## config.mk

```make
export PLATFORM = sky130hd
export DESIGN_NAME = mvm_uart_rx
export DESIGN_NICKNAME = d
export VERILOG_FILES = /design/src/rtl/mvm_uart_rx.sv
export SDC_FILE = /design/constraint.sdc
export NUM_CORES = 1
export LEC_CHECK = 0
export CAP_MARGIN = 20
export CORE_MARGIN = 8
export CORE_UTILIZATION = 40
export CTS_CLUSTER_SIZE = 14
export DETAILED_ROUTE_END_ITERATION = 12
export GPL_TIMING_DRIVEN = 0
export HOLD_SLACK_MARGIN = 0.03
export PLACE_DENSITY_LB_ADDON = 0.12
export SETUP_SLACK_MARGIN = 0.5
export SLEW_MARGIN = 20
export SYNTH_ARGS = -nofsm -noshare
export SYNTH_HDL_FRONTEND = slang
export SYNTH_SLANG_ARGS = --single-unit
```

## constraint.sdc

```tcl
create_clock -name clk -period 1.9 [get_ports clk]
set_clock_uncertainty 0.05 [all_clocks]
set_input_delay 0.57 -clock clk [delete_from_list [all_inputs] [get_ports clk]]
set_output_delay 0.57 -clock clk [all_outputs]
set_load 0.05 [all_outputs]
```

## src/rtl/mvm_uart_rx.sv

```systemverilog
// ---------------------------------------------------------------------------
// mvm_uart_rx
//
// UART receiver feeding the MVM input deserializer. The serial line is
// brought into the clock domain through two flops. Each bit is sampled in
// the middle of its bit period. A received word is presented on a
// one-entry valid/ready output register.
//
// Parameters
//   CLOCKS_PER_PULSE : clocks per UART bit (>= 2), same as the transmitter
//   BITS_PER_WORD    : data bits per frame, LSB first
//
// Ports
//   clk       : single clock, rising edge
//   rst       : synchronous active-high reset
//   rx        : asynchronous serial input, idles high
//   m_data    : received word, stable while m_valid is high
//   m_valid   : m_data holds an unconsumed word
//   m_ready   : consumer accepts the word when m_valid & m_ready
//   frame_err : one-cycle pulse on a low stop bit (or a parity mismatch)
//   overrun   : one-cycle pulse when a finished word is dropped because the
//               output register is still full
//   busy      : receiver FSM is not idle
//
// Build option
//   UART_RX_PARITY_EN : when defined, each frame carries one even-parity bit
//                       after the data bits. A mismatch drops the word and
//                       pulses frame_err. When undefined, the frame is
//                       start + data + stop.
// ---------------------------------------------------------------------------
module mvm_uart_rx #(
  parameter int CLOCKS_PER_PULSE = 4,
  parameter int BITS_PER_WORD    = 8
) (
  input  logic                     clk,
  input  logic                     rst,
  input  logic                     rx,
  output logic [BITS_PER_WORD-1:0] m_data,
  output logic                     m_valid,
  input  logic                     m_ready,
  output logic                     frame_err,
  output logic                     overrun,
  output logic                     busy
);

  localparam int CNT_W = $clog2(CLOCKS_PER_PULSE);
  localparam int IDX_W = (BITS_PER_WORD > 1) ? $clog2(BITS_PER_WORD) : 1;

  // The first wait is half a bit, so later samples land mid-bit.
  localparam logic [CNT_W-1:0] CNT_HALF = CNT_W'(CLOCKS_PER_PULSE / 2 - 1);
  localparam logic [CNT_W-1:0] CNT_FULL = CNT_W'(CLOCKS_PER_PULSE - 1);
  localparam logic [IDX_W-1:0] IDX_LAST = IDX_W'(BITS_PER_WORD - 1);

`ifdef UART_RX_PARITY_EN
  typedef enum logic [2:0] {
    ST_IDLE,
    ST_START,
    ST_DATA,
    ST_PARITY,
    ST_STOP,
    ST_WAIT_HIGH
  } state_t;
`else
  typedef enum logic [2:0] {
    ST_IDLE,
    ST_START,
    ST_DATA,
    ST_STOP,
    ST_WAIT_HIGH
  } state_t;
`endif

  state_t                   state_reg, state_next;
  logic [CNT_W-1:0]         cnt_reg, cnt_next;
  logic [IDX_W-1:0]         idx_reg, idx_next;
  logic [BITS_PER_WORD-1:0] shift_reg;
  logic                     rx_meta_reg, rxs;
  logic                     tick;
  logic                     bit_load;
  logic                     word_done;
  logic                     frame_err_next;
`ifdef UART_RX_PARITY_EN
  logic                     par_err_reg, par_err_next;
`endif

  // -------------------------------------------------------------------------
  // Two-flop synchronizer. Both flops reset to the idle level, so a line
  // held low through reset is seen two clocks after release.
  // -------------------------------------------------------------------------
  always_ff @(posedge clk) begin
    if (rst) begin
      rx_meta_reg <= 1'b1;
      rxs         <= 1'b1;
    end else begin
      rx_meta_reg <= rx;
      rxs         <= rx_meta_reg;
    end
  end

  assign tick = (cnt_reg == '0);

  // -------------------------------------------------------------------------
  // FSM state register
  // -------------------------------------------------------------------------
  always_ff @(posedge clk) begin
    if (rst) begin
      state_reg <= ST_IDLE;
      cnt_reg   <= '0;
      idx_reg   <= '0;
    end else begin
      state_reg <= state_next;
      cnt_reg   <= cnt_next;
      idx_reg   <= idx_next;
    end
  end

`ifdef UART_RX_PARITY_EN
  always_ff @(posedge clk) begin
    if (rst) begin
      par_err_reg <= 1'b0;
    end else begin
      par_err_reg <= par_err_next;
    end
  end
`endif

  // -------------------------------------------------------------------------
  // FSM next-state and control strobes
  // -------------------------------------------------------------------------
  always_comb begin
    state_next     = state_reg;
    cnt_next       = cnt_reg;
    idx_next       = idx_reg;
    bit_load       = 1'b0;
    word_done      = 1'b0;
    frame_err_next = 1'b0;
`ifdef UART_RX_PARITY_EN
    par_err_next   = par_err_reg;
`endif

    case (state_reg)
      ST_IDLE: begin
        if (!rxs) begin
          cnt_next   = CNT_HALF;
          state_next = ST_START;
        end
      end

      ST_START: begin
        if (tick) begin
          if (rxs) begin
            // The line went back high before mid-start: treat it as noise.
            state_next = ST_IDLE;
          end else begin
            idx_next   = '0;
            cnt_next   = CNT_FULL;
            state_next = ST_DATA;
          end
        end else begin
          cnt_next = cnt_reg - 1'b1;
        end
      end

      ST_DATA: begin
        if (tick) begin
          bit_load = 1'b1;
          cnt_next = CNT_FULL;
          if (idx_reg == IDX_LAST) begin
`ifdef UART_RX_PARITY_EN
            state_next = ST_PARITY;
`else
            state_next = ST_STOP;
`endif
          end else begin
            idx_next = idx_reg + 1'b1;
          end
        end else begin
          cnt_next = cnt_reg - 1'b1;
        end
      end

`ifdef UART_RX_PARITY_EN
      ST_PARITY: begin
        if (tick) begin
          // Even parity: the data bits and the parity bit XOR to zero.
          par_err_next = rxs ^ (^shift_reg);
          cnt_next     = CNT_FULL;
          state_next   = ST_STOP;
        end else begin
          cnt_next = cnt_reg - 1'b1;
        end
      end
`endif

      ST_STOP: begin
        if (tick) begin
          if (!rxs) begin
            // The line may be in a break. Wait for it to return high so
            // that one long low level gives only one error.
            frame_err_next = 1'b1;
            state_next     = ST_WAIT_HIGH;
`ifdef UART_RX_PARITY_EN
          end else if (par_err_reg) begin
            frame_err_next = 1'b1;
            state_next     = ST_IDLE;
`endif
          end else begin
            // Go straight to IDLE so a start bit that follows at once is
            // still caught.
            word_done  = 1'b1;
            state_next = ST_IDLE;
          end
        end else begin
          cnt_next = cnt_reg - 1'b1;
        end
      end

      ST_WAIT_HIGH: begin
        if (rxs) begin
          state_next = ST_IDLE;
        end
      end

      default: begin
        state_next = ST_IDLE;
      end
    endcase
  end

  // -------------------------------------------------------------------------
  // Shift register. Each bit has its own write enable, selected by the
  // current bit index.
  // -------------------------------------------------------------------------
  generate
    for (genvar gi = 0; gi < BITS_PER_WORD; gi++) begin : g_shift
      always_ff @(posedge clk) begin
        if (rst) begin
          shift_reg[gi] <= 1'b0;
        end else if (bit_load && (idx_reg == IDX_W'(gi))) begin
          shift_reg[gi] <= rxs;
        end
      end
    end
  endgenerate

  // -------------------------------------------------------------------------
  // Output register with valid/ready handshake and status pulses.
  // An accept on the same cycle as a finished word frees the slot, so the
  // new word loads and there is no overrun.
  // -------------------------------------------------------------------------
  always_ff @(posedge clk) begin
    if (rst) begin
      m_data    <= '0;
      m_valid   <= 1'b0;
      frame_err <= 1'b0;
      overrun   <= 1'b0;
    end else begin
      frame_err <= frame_err_next;
      overrun   <= 1'b0;
      if (word_done && (!m_valid || m_ready)) begin
        m_data  <= shift_reg;
        m_valid <= 1'b1;
      end else begin
        if (word_done) begin
          overrun <= 1'b1;
        end
        if (m_valid && m_ready) begin
          m_valid <= 1'b0;
        end
      end
    end
  end

  assign busy = (state_reg != ST_IDLE);

endmodule

```

# [Yosys cells after proc, flatten, opt, wreduce, memory -nomap -nowiden]
# Index checks and enable logic that the tools add are counted.
[op_classes] n_reduce_logical=24 addsub=2 bitwise=2 n_eq_ne=21 muxes=29
[op_table] operator="3-bit 2-to-1 mux" n=11
[op_table] operator="2-bit inequality test, second input constant" n=9
[op_table] operator="3-bit == test, second input constant" n=5
[op_table] operator="3-bit case mux with 5 select lines" n=1
[op_table] operator="3-bit by 2-bit == test with 1-bit output, second input constant" n=4
[op_table] operator="2-bit 2-to-1 mux" n=6
[op_table] operator="1-bit logical AND" n=10
[op_table] operator="1-bit 2-to-1 mux" n=9
[op_table] operator="2-bit case mux with 4 select lines" n=1
[op_table] operator="3-bit by 1-bit == test with 1-bit output, second input constant" n=2
[op_table] operator="3-bit zero test" n=2
[op_table] operator="3-bit case mux with 2 select lines" n=1
[op_table] operator="6-bit AND reduction" n=1
[op_table] operator="5-bit AND reduction" n=1
[op_table] operator="4-bit AND reduction" n=1
[op_table] operator="2-bit nonzero test" n=2
[op_table] operator="4-bit nonzero test" n=1
[op_table] operator="3-bit by 1-bit adder with 3-bit output, second input constant" n=1
[op_table] operator="3-bit inequality test, second input constant" n=1
[op_table] operator="3-bit nonzero test" n=1
[op_table] operator="3-bit OR reduction" n=1
[op_table] operator="2-bit zero test" n=1
[op_table] operator="1-bit inverter" n=2
[op_table] operator="2-bit OR reduction" n=1
[op_table] operator="other kinds (3)" n=3
[totals] register_bits=29 inputBits=4 output_inout_bits=12 word_cells=95

# [Longest topological paths before layout]
# Gate-level depths: netlist (run 1).
[logic_depth] depth_word=5 mapped_depth=6 depth_no_buf=5

# [Least setup slack after synthesis (run 1)]
# No wires, ideal clock.
[synth_path] kind="register to register" start="register idx_reg[0]" end="register idx_reg[0]" t_required_ns=1.729 setup_time_ns=0.121 setup_slack_ns=0.119 stages_incl_launch_ff=6 arrival_time_ns=1.610 path_cell_list="dfxtp_1 -> ha_1 -> ha_1 -> or3b_1 -> a21oi_4 -> mux2_4"
[synth_between] elab_chain_cells=4 word_cells_on_any_way=7 classes_between="add/sub: 1; eq/ne: 2; mux: 3; reduce/logical: 1"
[synth_lines] item="start, declared" line_no="75" text="logic [IDX_W-1:0] idx_reg, idx_next;"
[synth_lines] item="start signal, assigned" line_no="113" text="idx_reg <= idx_next;"
[synth_lines] item="3-bit by 1-bit adder with 3-bit output" line_no="175" text="idx_next = idx_reg + 1'b1;"
[synth_lines] item="3-bit 2-to-1 mux" line_no="168" text="if (idx_reg == IDX_LAST) begin"
[synth_lines] item="3-bit 2-to-1 mux" line_no="165" text="if (tick) begin"
[synth_lines] item="3-bit case mux with 2 select lines" line_no="141" text="case (state_reg)"
# Parallel ways exist; a longest one is shown, timed or not. The select of a mux whose other input is x is not followed.
# A chain may end at the register's enable or synchronous reset.

# [Worst setup path in the final report (run 1)]
[layout_path] start="register state_reg[2]" end="output port busy"
[layout_between] elab_chain_cells=1
[layout_lines] item="start, declared" line_no="73" text="state_t state_reg, state_next;"
[layout_lines] item="start signal, assigned" line_no="111" text="state_reg <= state_next;"
[layout_lines] item="3-bit nonzero test" line_no="274" text="assign busy = (state_reg != ST_IDLE);"
[layout_lines] item="end, declared" line_no="43" text="output logic busy"
# Every way passes these cells.

==> results of run 1 <==
cells in the final DEF (no fill, tap or decap), types with 3 or more instances in the layout:
cell                       synthesis  final
sky130_fd_sc_hd__buf_6             1      8
sky130_fd_sc_hd__nand2b_1         20     19
sky130_fd_sc_hd__nor3_1           12      5
sky130_fd_sc_hd__dfxtp_2           0     14
sky130_fd_sc_hd__clkbuf_4          0      5
sky130_fd_sc_hd__dfxtp_4           0      4
sky130_fd_sc_hd__nand2_1           6      5
sky130_fd_sc_hd__inv_1             9      6
sky130_fd_sc_hd__nor3_4            0      4
sky130_fd_sc_hd__a21oi_1           3      3
sky130_fd_sc_hd__nor3_2            0      3
sky130_fd_sc_hd__mux2_4            2      3
sky130_fd_sc_hd__dfxtp_1          29     11
sky130_fd_sc_hd__buf_4             1     16
sky130_fd_sc_hd__ha_1              8      4
sky130_fd_sc_hd__clkbuf_1          5      3
sky130_fd_sc_hd__ha_4              0      4
sky130_fd_sc_hd__nor2_1            5      3
sky130_fd_sc_hd__mux2i_1          17     17
sky130_fd_sc_hd__buf_8             0     13
cell families after synthesis:
| family | after synthesis | synth area share [%] |
|---|---|---|
| AOI/OAI and AO/OA | 14 | 7.39 |
| adders and majority gates | 8 | 6.95 |
| buffers and inverters | 19 | 5.99 |
| muxes | 20 | 14.7 |
| and+or+nand+nor | 60 | 24.7 |
| DFF | 29 | 40.3 |
worst max path at each step:
stage | start | endpoint | cells after the start
final | state_reg[2]$_SDFFE_PP0P_ | busy | 4
after global routing | state_reg[2]$_SDFFE_PP0P_ | busy | 4
after CTS | state_reg[0]$_SDFFE_PP0P_ | busy | 4
after detailed placement | state_reg[1]$_SDFFE_PP0P_ | busy | 4
after global placement | state_reg[1]$_SDFFE_PP0P_ | busy | 4
after floorplan | idx_reg[1]$_SDFFE_PP0P_ | idx_reg[0]$_SDFFE_PP0P_ | 5
stage by stage:
| step | area [um^2] | power, mW | hold slack (ns) | utilization (%) | worst slack [ns] |
|---|---|---|---|---|---|
| detailed placement | 1720 | 0.720 | 0.347 | 48.4 | -0.257 |
| global placement | 1720 | 0.719 | 0.343 | 48.4 | -0.255 |
| finish | 2180 | 1.11 | 0.365 | 61.3 | 0.164 |
| CTS | 2110 | 1.11 | 0.368 | 59.4 | 0.172 |
| floorplan | 1520 | 0.698 | 0.339 | - | 0.208 |
| global route | 2180 | 1.17 | 0.395 | 61.3 | 0.119 |
final cells by class:
type / instances / area, um^2
inverter: 9 / 36.3
timing repair buffer: 34 / 368
multi-input combinational: 102 / 962
buffer: 10 / 87.6
clock buffer: 6 / 41.3
clock inverter: 2 / 10.0
tap: 48 / 60.1
sequential: 29 / 613
fill: 298 / 1370
power groups by stage:
stage	clock (mW)	sequential [mW]	combinational [mW]
2_1_floorplan	0	0.630	0.0680
3_3_place_gp	0	0.631	0.0883
3_5_place_dp	0	0.631	0.0895
4_1_cts	0.370	0.613	0.129
5_1_grt	0.402	0.613	0.154
6_report	0.358	0.612	0.144
worst max-delay path, delay by kind of cell (launching register included):
family	cells	cell delay (ns)
DFF	1	0.34
buffers and inverters	3	0.39
and+or+nand+nor	1	0.05
metal layers:
layer / GRT usage, % / vias to the layer above
met2: 19.7 / 19
met4: 4.90 / 0
met3: 4.01 / 5
li1: - / 600
met1: 13.2 / 582
met5: 0 / -
repair_timing:
action	CTS	global route
cloned	0	0
setup buffers	18	2
pin swaps	8	5
setup endpoints to repair	35	37
resized for setup	141	14
==> metrics.sh, run 1 <==
SYNTH_NETS=162
DIE_H_UM=76
TIMING_WORST_SLEW_PIN_VALUE_NS=0.476
CRIT_TYPE='reg -> out'
POSTSYNTH.ASYNCRESETSHARE_PCT=0
WIRELENGTH_MET1_UM=1530
INITIAL_CORE_UTIL_PCT=40.6
TIMING.FINAL.HOLD_VIOLATIONS=0
FINAL_CELL_COUNT_NO_FILL=240
CTS-BUFFERS-INSERTED=5
CELL_INTERNAL_PWR_uW=824
POST-DP-HPWL_UM=2120
WORSTSKEWPAIRLATENCY_NS=0.33
DETAILROUTE.WIRELENGTH.MET3_UM=134
GRT_SETUP_UNREPAIRED='yes'
CLOCK_POWER_SHARE_PCT=32.1
DETAIL_ROUTE.FIRST_PASS.ITERATIONS=4
COUNT_OF_VIAS_PLACED_BY_THE_DETAILED_ROUTER=1206
CRIT-REG2REG-LAUNCH='idx_reg[1]$_SDFFE_PP0P_'
SYNTH_COMMONEST_CELLS='sky130_fd_sc_hd__dfxtp_1, sky130_fd_sc_hd__nand2b_1, sky130_fd_sc_hd__mux2i_1'
VIA_PER_INST=5.03
HOLD_BUFFERS=0
YOSYSTOPAREACELLSHARE_PCT=40.3
DRT-INITIAL-DRC-COUNT=66
POSTROUTEWIRELENGTH_UM=3370
SETUP_VIOLATIONS=0
FF2FF_PATH_DEPTH=5
ROUTED-WL-MET2_UM=1660
MIN_FROM='rx_meta_reg$_SDFF_PP1_'
SYNTHESIS.AREA_UM2=1440
PWR_CELL_AREA_nW_PER_UM2=512
HOLDCRITPATHCLASS='reg -> reg'
MAX_CLOCK_FREQ_MHz=576
P_SW_uW=290
GRT_OVERFLOW=0
MIN_DELAY_PATH_DEPTH=1
NUM_ANTENNA_CELLS=0
POST_SYNTH_INST_COUNT=150
FIN_TNS_SETUP_NS=0
REGISTER_BIT_TOTAL_FROM_SYNTHESIS=29
CTS_MAX_LEVEL=2
PREDOMINANT_POST_SYNTHESIS_FLOP_CELL='sky130_fd_sc_hd__dfxtp_1'
PORTION_OF_THE_POST_SYNTHESIS_AREA_USED_BY_SEQUENTIAL_ELEMENTS_PCT=40.3
GRT_MAX_DEGREE=11
NUMBER_OF_FLOPS_MAPPED_TO_ENABLE_CELLS_BY_YOSYS=0
DATA_ARRIVAL_TIME_OF_THE_CRITICAL_PATH_NS=1.12
MAXUSEDROUTINGLAYER='met4'
CRIT_SLOWEST_CELL='sky130_fd_sc_hd__dfxtp_2'
AREA_GROWTH_PCT=51.3
ELEMENT_TYPE_AT_THE_CRITICAL_PATH_START='register'
IO_BUFFERS=14
PWR-SHARE-SEQ_PCT=54.9
YOSYS.CELL_COUNT.TOP_TYPE='sky130_fd_sc_hd__dfxtp_1'
LEADING_AREA_CONTRIBUTOR_AFTER_SYNTHESIS='sky130_fd_sc_hd__dfxtp_1'
SYNTH_AREA_LEADERS='sky130_fd_sc_hd__dfxtp_1, sky130_fd_sc_hd__mux2i_1, sky130_fd_sc_hd__nand2b_1'
OUTCOME='complete, no violations'
NUMBER_OF_GLOBAL_ROUTE_VIAS_BEFORE_REPAIR=1202
INITIAL_ANTENNA_VIOLATION_COUNT=0
CTS_SINKS=29
POST_ROUTE_CELLS_DRIVE_ABOVE_1_SHARE_PCT=50.5
CRITICAL_PATH_PEAK_FANOUT=10
TIMING.CRITICAL_PATH.TO_TYPE='primary output'
FINALWORSTPATHREQUIREDPERIOD_NS=1.74
WORSTPATHCELLLIST='clkbuf_8 -> inv_2 -> nand2_4 -> buf_8'
LEAKAGE_nW=0.821
CLOCK_TRANSITION_AT_THE_REGISTERS_OF_THE_REPORTED_PATHS_NS=0.09
GRT_USE_TOTAL_PCT=11.8
VDD.IR_DROP.WORST_V=0.000241
SLEW_VIOL_FINAL=0
REQUIRED_WORST_ENDPOINT_NS=1.28
TOP_LEVEL_PORTS=16
MIN_DELAY_WORST_ENDPOINT='rxs$_SDFF_PP1_'
YOSYSWARNINGS=0
DIE_WD_UM=76
PLACEMENTROWS=22
SWITCHING_SHARE_PCT=26.0
ROUTE.DETAILED.WL_PER_INST_UM=14.0
FINAL_NETS=203
GRT_PASS1_WL_UM=5590
PLACED_CELLS_INCL_TAPS=212
GATE_POWER_SHARE_PCT=12.9
CLOCK_TREE_FROM_TRITONCTS='built'
GP_CONGESTION=0.783
R2R-END='idx_reg[2]$_SDFFE_PP0P_'
R2R_SLACK_NS=0.18
SLEW-LIMIT-HEADROOM_PCT=68.3
POST_SYNTH.CELL_AREA_AVG_UM2=9.60
ROOT_BUFFER='sky130_fd_sc_hd__clkbuf_4'
CORE_REGION_AREA_UM2=3550
MAX_CAP_VIOL_COUNT=0
FINAL_MIN_PERIOD_OVER_CLOCK_PERIOD_PCT=91.4
FP.DIEAREA_UM2=5780
POST-ROUTE-DRC-COUNT=0
ANTENNA_LEFT=0
SYNTHDISTINCTLIBCELLS=36
CLOCK_PATH_BUFFERS=2
SLOWEST_DELAY_NS=0.34
(Power assumes the default switching activity.)
==> run 2, diff against run 1 <==
--- a/config.mk
+++ b/config.mk
@@ -5,8 +5,9 @@
 export SDC_FILE = /design/constraint.sdc
 export NUM_CORES = 1
 export LEC_CHECK = 0
+export ABC_CLOCK_PERIOD_IN_PS = 1900
 export CAP_MARGIN = 20
-export CORE_MARGIN = 8
+export CORE_MARGIN = 1.5
 export CORE_UTILIZATION = 40
 export CTS_CLUSTER_SIZE = 14
 export DETAILED_ROUTE_END_ITERATION = 12
==> metrics.sh, run 2 (synthesis gave the netlist of run 1 again) <==
CRITICAL_PATH_PEAK_FANOUT=2  # was 10
DIE_WD_UM=63  # was 76 um
TIMING.CRITICAL_PATH.TO_TYPE='primary output'  # unchanged
DETAIL_ROUTE.FIRST_PASS.ITERATIONS=4  # unchanged
MAXUSEDROUTINGLAYER='met4'  # unchanged
CTS-BUFFERS-INSERTED=5  # unchanged
TIMING_WORST_SLEW_PIN_VALUE_NS=0.514  # was 0.476 ns
PLACEMENTROWS=21  # was 22
LAYOUT.CELLS.MOST_COMMON_LIST='sky130_fd_sc_hd__buf_4, sky130_fd_sc_hd__nand2b_1, sky130_fd_sc_hd__mux2i_1, sky130_fd_sc_hd__dfxtp_2'  # was sky130_fd_sc_hd__nand2b_1, sky130_fd_sc_hd__mux2i_1, sky130_fd_sc_hd__buf_4, sky130_fd_sc_hd__dfxtp_2, sky130_fd_sc_hd__buf_8
PRECTSSETUPSLACK_NS=-0.263  # was -0.257 ns
HOLD_BUFFERS=0  # unchanged
ANTENNA_LEFT=0  # unchanged
OUTCOME='complete, no violations'  # unchanged
CLOCK_TRANSITION_AT_THE_REGISTERS_OF_THE_REPORTED_PATHS_NS=0.10  # was 0.09 ns
ROUTE.DETAILED.WL_PER_INST_UM=14.9  # was 14.0 um
DATA_ARRIVAL_TIME_OF_THE_CRITICAL_PATH_NS=1.12  # about the same
GRT_OVERFLOW=0  # unchanged
PWR_CELL_AREA_nW_PER_UM2=516  # was 512 nW/um^2
HOLDCRITPATHCLASS='reg -> reg'  # unchanged
SETUP_SLACK_NS=0.160  # was 0.164 ns
POST-ROUTE-DRC-COUNT=0  # unchanged
LAYOUT.AREA.SEQ_UM2=612  # was 613 um^2
GP_CONGESTION=0.802  # was 0.783
POST_ROUTE_CELLS_DRIVE_ABOVE_1_SHARE_PCT=52.6  # was 50.5%
GRT_USE_TOTAL_PCT=19.7  # was 11.8%
FP.DIEAREA_UM2=3970  # was 5780 um^2
LEAKAGE_nW=0.824  # was 0.821 nW
FINAL_CELL_COUNT_NO_FILL=240  # unchanged
VDD.IR_DROP.WORST_V=0.000401  # was 0.000241 V
SLEW-LIMIT-HEADROOM_PCT=65.8  # was 68.3%
REQUIRED_WORST_ENDPOINT_NS=1.28  # about the same
FINALWORSTPATHREQUIREDPERIOD_NS=1.74  # about the same
SLEW_VIOL_FINAL=0  # unchanged
PLACED_CELLS_INCL_TAPS=210  # was 212
POSTROUTEWIRELENGTH_UM=3570  # was 3370 um
DIE_H_UM=63  # was 76 um
COUNT_OF_VIAS_PLACED_BY_THE_DETAILED_ROUTER=1224  # was 1206
SETUP_VIOLATIONS=0  # unchanged
AREA_GROWTH_PCT=51.4  # was 51.3%
FINAL_NETS=205  # was 203
DETAILROUTE.WIRELENGTH.MET3_UM=110  # was 134 um
ROOT_BUFFER='sky130_fd_sc_hd__clkbuf_4'  # unchanged
CORE_REGION_AREA_UM2=3390  # was 3550 um^2
WORSTSKEWPAIRLATENCY_NS=0.34  # was 0.33 ns
TIMING.FINAL.HOLD_VIOLATIONS=0  # unchanged
CLOCK_PATH_BUFFERS=2  # unchanged
INITIAL_CORE_UTIL_PCT=42.5  # was 40.6%
FINAL_MIN_PERIOD_OVER_CLOCK_PERIOD_PCT=91.6  # was 91.4%
HOLD_SLACK_NS=0.366  # was 0.365 ns
TOP_LEVEL_PORTS=16  # unchanged
NUMBER_OF_GLOBAL_ROUTE_VIAS_BEFORE_REPAIR=1308  # was 1202
INITIAL_ANTENNA_VIOLATION_COUNT=0  # unchanged
MAX_CAP_VIOL_COUNT=0  # unchanged
MAX_CLOCK_FREQ_MHz=575  # was 576 MHz
GRT_PASS1_WL_UM=6000  # was 5590 um
ELEMENT_TYPE_AT_THE_CRITICAL_PATH_START='register'  # unchanged
CTS_SINKS=29  # unchanged
ROUTED-WL-MET2_UM=1800  # was 1660 um
VIA_PER_INST=5.10  # was 5.03
NUM_ANTENNA_CELLS=0  # unchanged
WIRELENGTH_MET1_UM=1560  # was 1530 um
FILL_CELL_COUNT=270  # was 298
LAYOUT.CELLS.MOST_COMMON='sky130_fd_sc_hd__buf_4'  # was sky130_fd_sc_hd__nand2b_1
CLOCK_TREE_FROM_TRITONCTS='built'  # unchanged
GRT_SETUP_UNREPAIRED='yes'  # unchanged
GRT_MAX_DEGREE=11  # unchanged
IO_BUFFERS=14  # unchanged
MULTI_INPUT_COMB_AREA_UM2=967  # was 962 um^2
DRT-INITIAL-DRC-COUNT=32  # was 66
POST-DP-HPWL_UM=2100  # was 2120 um
CRIT_TYPE='reg -> out'  # unchanged
CTS_MAX_LEVEL=2  # unchanged
[run 2: cell count changes in the layout (fill, tap and decap cells not counted), sizes merged]
cell,previous run,this run
buf,37,39
[run 2: final cells by class]
cell class | count | share of cell area [%]
multi-input combinational | 102 | 44.3
sequential | 29 | 28.1
timing repair buffer | 36 | 16.9
buffer | 10 | 3.84
tap | 46 | 2.64
clock buffer | 6 | 1.89
inverter | 9 | 1.89
clock inverter | 2 | 0.459
[run 2: through the flow]
stage,setup TNS (ns),power (mW),utilization (%),instance area [um^2]
6_report,0,1.13,64.3,2180
5_1_grt,0,1.18,64.3,2180
4_1_cts,0,1.12,61.3,2080
3_5_place_dp,-0.570,0.721,50.7,1720
3_3_place_gp,-0.349,0.719,50.7,1720
2_1_floorplan,0,0.698,-,1520
[run 2: worst paths after layout]
kind	slack, ns	start	to	cells past startpoint
max	0.16	state_reg[0]$_SDFFE_PP0P_	busy	4
min	0.37	rx_meta_reg$_SDFF_PP1_	rxs$_SDFF_PP1_	1
max reg2reg	0.18	idx_reg[1]$_SDFFE_PP0P_	idx_reg[0]$_SDFFE_PP0P_	5
min reg2reg	0.37	rx_meta_reg$_SDFF_PP1_	rxs$_SDFF_PP1_	1
[run 2: repair_timing]
action | CTS | global route
pin swaps | 8 | 6
resized for setup | 135 | 19
setup endpoints to repair | 36 | 37
setup buffers | 18 | 4
[run 2: where the power goes]
part / leakage (nW) / switching, mW / internal (mW)
Sequential: 0.245 / 0.00363 / 0.610
Clock: 0.0320 / 0.229 / 0.141
Combinational: 0.547 / 0.0703 / 0.0728
Total: 0.824 / 0.303 / 0.823
[run 2: routing by layer]
metal	GRT usage [%]	up-vias
li1	-	605
met1	22.6	588
met4	12.8	0
met2	32.6	19
met3	4.68	12
met5	0	-
[run 2: worst max-delay path: stages (launching register included)]
cell and delay, ns:
sky130_fd_sc_hd__dfxtp_4 0.36, sky130_fd_sc_hd__buf_6 0.12, sky130_fd_sc_hd__nor2_4 0.10, sky130_fd_sc_hd__nand2_4 0.06
sky130_fd_sc_hd__buf_8 0.14
==> run 3, diff against run 2 <==
--- a/config.mk
+++ b/config.mk
@@ -6,7 +6,7 @@
 export NUM_CORES = 1
 export LEC_CHECK = 0
 export ABC_CLOCK_PERIOD_IN_PS = 1900
-export CAP_MARGIN = 20
+export CAP_MARGIN = 0
 export CORE_MARGIN = 1.5
 export CORE_UTILIZATION = 40
 export CTS_CLUSTER_SIZE = 14
@@ -14,6 +14,7 @@
 export GPL_TIMING_DRIVEN = 0
 export HOLD_SLACK_MARGIN = 0.03
 export PLACE_DENSITY_LB_ADDON = 0.12
+export RECOVER_POWER = 50
 export SETUP_SLACK_MARGIN = 0.5
 export SLEW_MARGIN = 20
 export SYNTH_ARGS = -nofsm -noshare
==> metrics.sh, run 3 (synthesis gave the netlist of run 1 again) <==
R2R_SLACK_NS=0.18  # about the same
INITIAL_CORE_UTIL_PCT=42.5  # unchanged
R2R-END='idx_reg[0]$_SDFFE_PP0P_'  # unchanged
HOLDCRITPATHCLASS='reg -> reg'  # unchanged
POST-DP-HPWL_UM=2100  # unchanged
TOP_LEVEL_PORTS=16  # unchanged
LAYOUT.CELLS.MOST_COMMON='sky130_fd_sc_hd__buf_4'  # unchanged
DATA_ARRIVAL_TIME_OF_THE_CRITICAL_PATH_NS=1.12  # about the same
GP_CONGESTION=0.802  # unchanged
ELEMENT_TYPE_AT_THE_CRITICAL_PATH_START='register'  # unchanged
FILL_CELL_COUNT=284  # was 270
AREA_GROWTH_PCT=45.3  # was 51.4%
CRIT_TYPE='reg -> out'  # unchanged
POST-ROUTE-DRC-COUNT=0  # unchanged
REQUIRED_WORST_ENDPOINT_NS=1.28  # about the same
CTS_MAX_LEVEL=2  # unchanged
ROUTE.DETAILED.WL_PER_INST_UM=14.8  # was 14.9 um
WORSTSKEWPAIRLATENCY_NS=0.34  # about the same
GRT_MAX_DEGREE=11  # unchanged
MAX_CLOCK_FREQ_MHz=576  # was 575 MHz
CP-STARTPOINT='state_reg[0]$_SDFFE_PP0P_'  # unchanged
FINAL_NETS=205  # unchanged
FP.DIEAREA_UM2=3970  # unchanged
PWR_CELL_AREA_nW_PER_UM2=532  # was 516 nW/um^2
CLOCK_TREE_FROM_TRITONCTS='built'  # unchanged
CRIT-REG2REG-LAUNCH='idx_reg[1]$_SDFFE_PP0P_'  # unchanged
HOLD_BUFFERS=0  # unchanged
COUNT_OF_VIAS_PLACED_BY_THE_DETAILED_ROUTER=1235  # was 1224
GRT_PASS1_WL_UM=6000  # unchanged
DRT-INITIAL-DRC-COUNT=43  # was 32
POSTROUTEWIRELENGTH_UM=3550  # was 3570 um
FIN_TNS_SETUP_NS=0  # unchanged
LAYOUT.CELLS.MOST_COMMON_LIST='sky130_fd_sc_hd__buf_4, sky130_fd_sc_hd__nand2b_1, sky130_fd_sc_hd__mux2i_1, sky130_fd_sc_hd__dfxtp_1, sky130_fd_sc_hd__dfxtp_2'  # was sky130_fd_sc_hd__buf_4, sky130_fd_sc_hd__nand2b_1, sky130_fd_sc_hd__mux2i_1, sky130_fd_sc_hd__dfxtp_2
TIMING_WORST_SLEW_PIN_VALUE_NS=0.503  # was 0.514 ns
CORE_REGION_AREA_UM2=3390  # unchanged
VIA_PER_INST=5.15  # was 5.10
GRT_SETUP_UNREPAIRED='yes'  # unchanged
INITIAL_ANTENNA_VIOLATION_COUNT=0  # unchanged
GRT_OVERFLOW=0  # unchanged
PRECTSSETUPSLACK_NS=-0.263  # unchanged
TIMING.FINAL.HOLD_VIOLATIONS=0  # unchanged
DIE_H_UM=63  # unchanged
SETUP_SLACK_NS=0.162  # was 0.160 ns
CLOCK_TRANSITION_AT_THE_REGISTERS_OF_THE_REPORTED_PATHS_NS=0.10  # about the same
DETAIL_ROUTE.FIRST_PASS.ITERATIONS=4  # unchanged
DIE_WD_UM=63  # unchanged
LEAKAGE_nW=0.826  # was 0.824 nW
OUTCOME='complete, no violations'  # unchanged
GRT_USE_TOTAL_PCT=19.7  # unchanged
FINALWORSTPATHREQUIREDPERIOD_NS=1.74  # about the same
MIN_FROM='rx_meta_reg$_SDFF_PP1_'  # unchanged
TIMING.CRITICAL_PATH.TO_TYPE='primary output'  # unchanged
VDD.IR_DROP.WORST_V=0.000400  # was 0.000401 V
FINAL_MIN_PERIOD_OVER_CLOCK_PERIOD_PCT=91.4  # was 91.6%
POST_ROUTE_CELLS_DRIVE_ABOVE_1_SHARE_PCT=46.4  # was 52.6%
SETUP_VIOLATIONS=0  # unchanged
ROOT_BUFFER='sky130_fd_sc_hd__clkbuf_4'  # unchanged
IO_BUFFERS=14  # unchanged
FF2FF_PATH_DEPTH=5  # unchanged
CLOCK_PATH_BUFFERS=2  # unchanged
SLEW-LIMIT-HEADROOM_PCT=66.4  # was 65.8%
CTS_SINKS=29  # unchanged
MAX_CAP_VIOL_COUNT=0  # unchanged
CTS-BUFFERS-INSERTED=5  # unchanged
NUM_ANTENNA_CELLS=0  # unchanged
SLEW_VIOL_FINAL=0  # unchanged
CRITICAL_PATH_PEAK_FANOUT=2  # unchanged
CRIT_END='busy'  # unchanged
ANTENNA_LEFT=0  # unchanged
PLACEMENTROWS=21  # unchanged
NUMBER_OF_GLOBAL_ROUTE_VIAS_BEFORE_REPAIR=1308  # unchanged
==> run 3: what timing repair did <==
action                                  4_1_cts  5_1_grt
endpoints found under the setup margin       36       37
gates resized for setup                     135       19
pin swaps                                     8        6
buffers inserted                             18        4
==> run 3: worst min-delay path by stage <==
| stage | to | slack, ns | cells after the start |
|---|---|---|---|
| after CTS | rxs$_SDFF_PP1_ | 0.37 | 1 |
| after detailed placement | rxs$_SDFF_PP1_ | 0.35 | 1 |
| after floorplan | rxs$_SDFF_PP1_ | 0.34 | 1 |
| final | rxs$_SDFF_PP1_ | 0.37 | 1 |
| after global routing | rxs$_SDFF_PP1_ | 0.38 | 1 |
| after global placement | rxs$_SDFF_PP1_ | 0.35 | 1 |
==> run 3: metrics by stage <==
step                cells  hold WS (ns)  instance area (um^2)  total power [mW]  utilization (%)
global route          240         0.379                  2090              1.17             61.7
finish                240         0.366                  2090              1.11             61.7
floorplan             150         0.339                  1520             0.698                -
global placement      210         0.352                  1720             0.719             50.7
CTS                   236         0.368                  2080              1.12             61.3
detailed placement    210         0.346                  1720             0.721             50.7
==> run 3: final cells by class <==
cell class                      instances  area (um^2)  area share (%)
Buffer                                 10         83.8            4.01
Clock buffer                            6         41.3            1.97
Clock inverter                          2         10.0           0.478
Inverter                                9         40.0            1.91
Multi-Input combinational cell        102          903            43.2
Sequential cell                        29          606            28.9
Tap cell                               46         57.6            2.75
Timing Repair Buffer                   36          350            16.7
==> run 3: metal layers <==
layer	vias to the layer above	GRT usage, %	part of all wire, %	wire length, um
met3	12	4.68	3.1	111
met5	-	0	0	0
met4	0	12.8	2.8	99
li1	602	-	-	-
met2	26	32.6	50	1780
met1	595	22.6	44	1560
==> run 3: power breakdown <==
group	internal [mW]	switching, mW
Clock	0.141	0.226
Sequential	0.609	0.00298
Combinational	0.0674	0.0664
==> run 3: worst max-delay path, cell delays in order, from the launching register on <==
cell,delay [ns]
sky130_fd_sc_hd__dfxtp_4,0.36
sky130_fd_sc_hd__buf_6,0.12
sky130_fd_sc_hd__nor2_4,0.10
sky130_fd_sc_hd__nand2_4,0.06
sky130_fd_sc_hd__buf_8,0.14
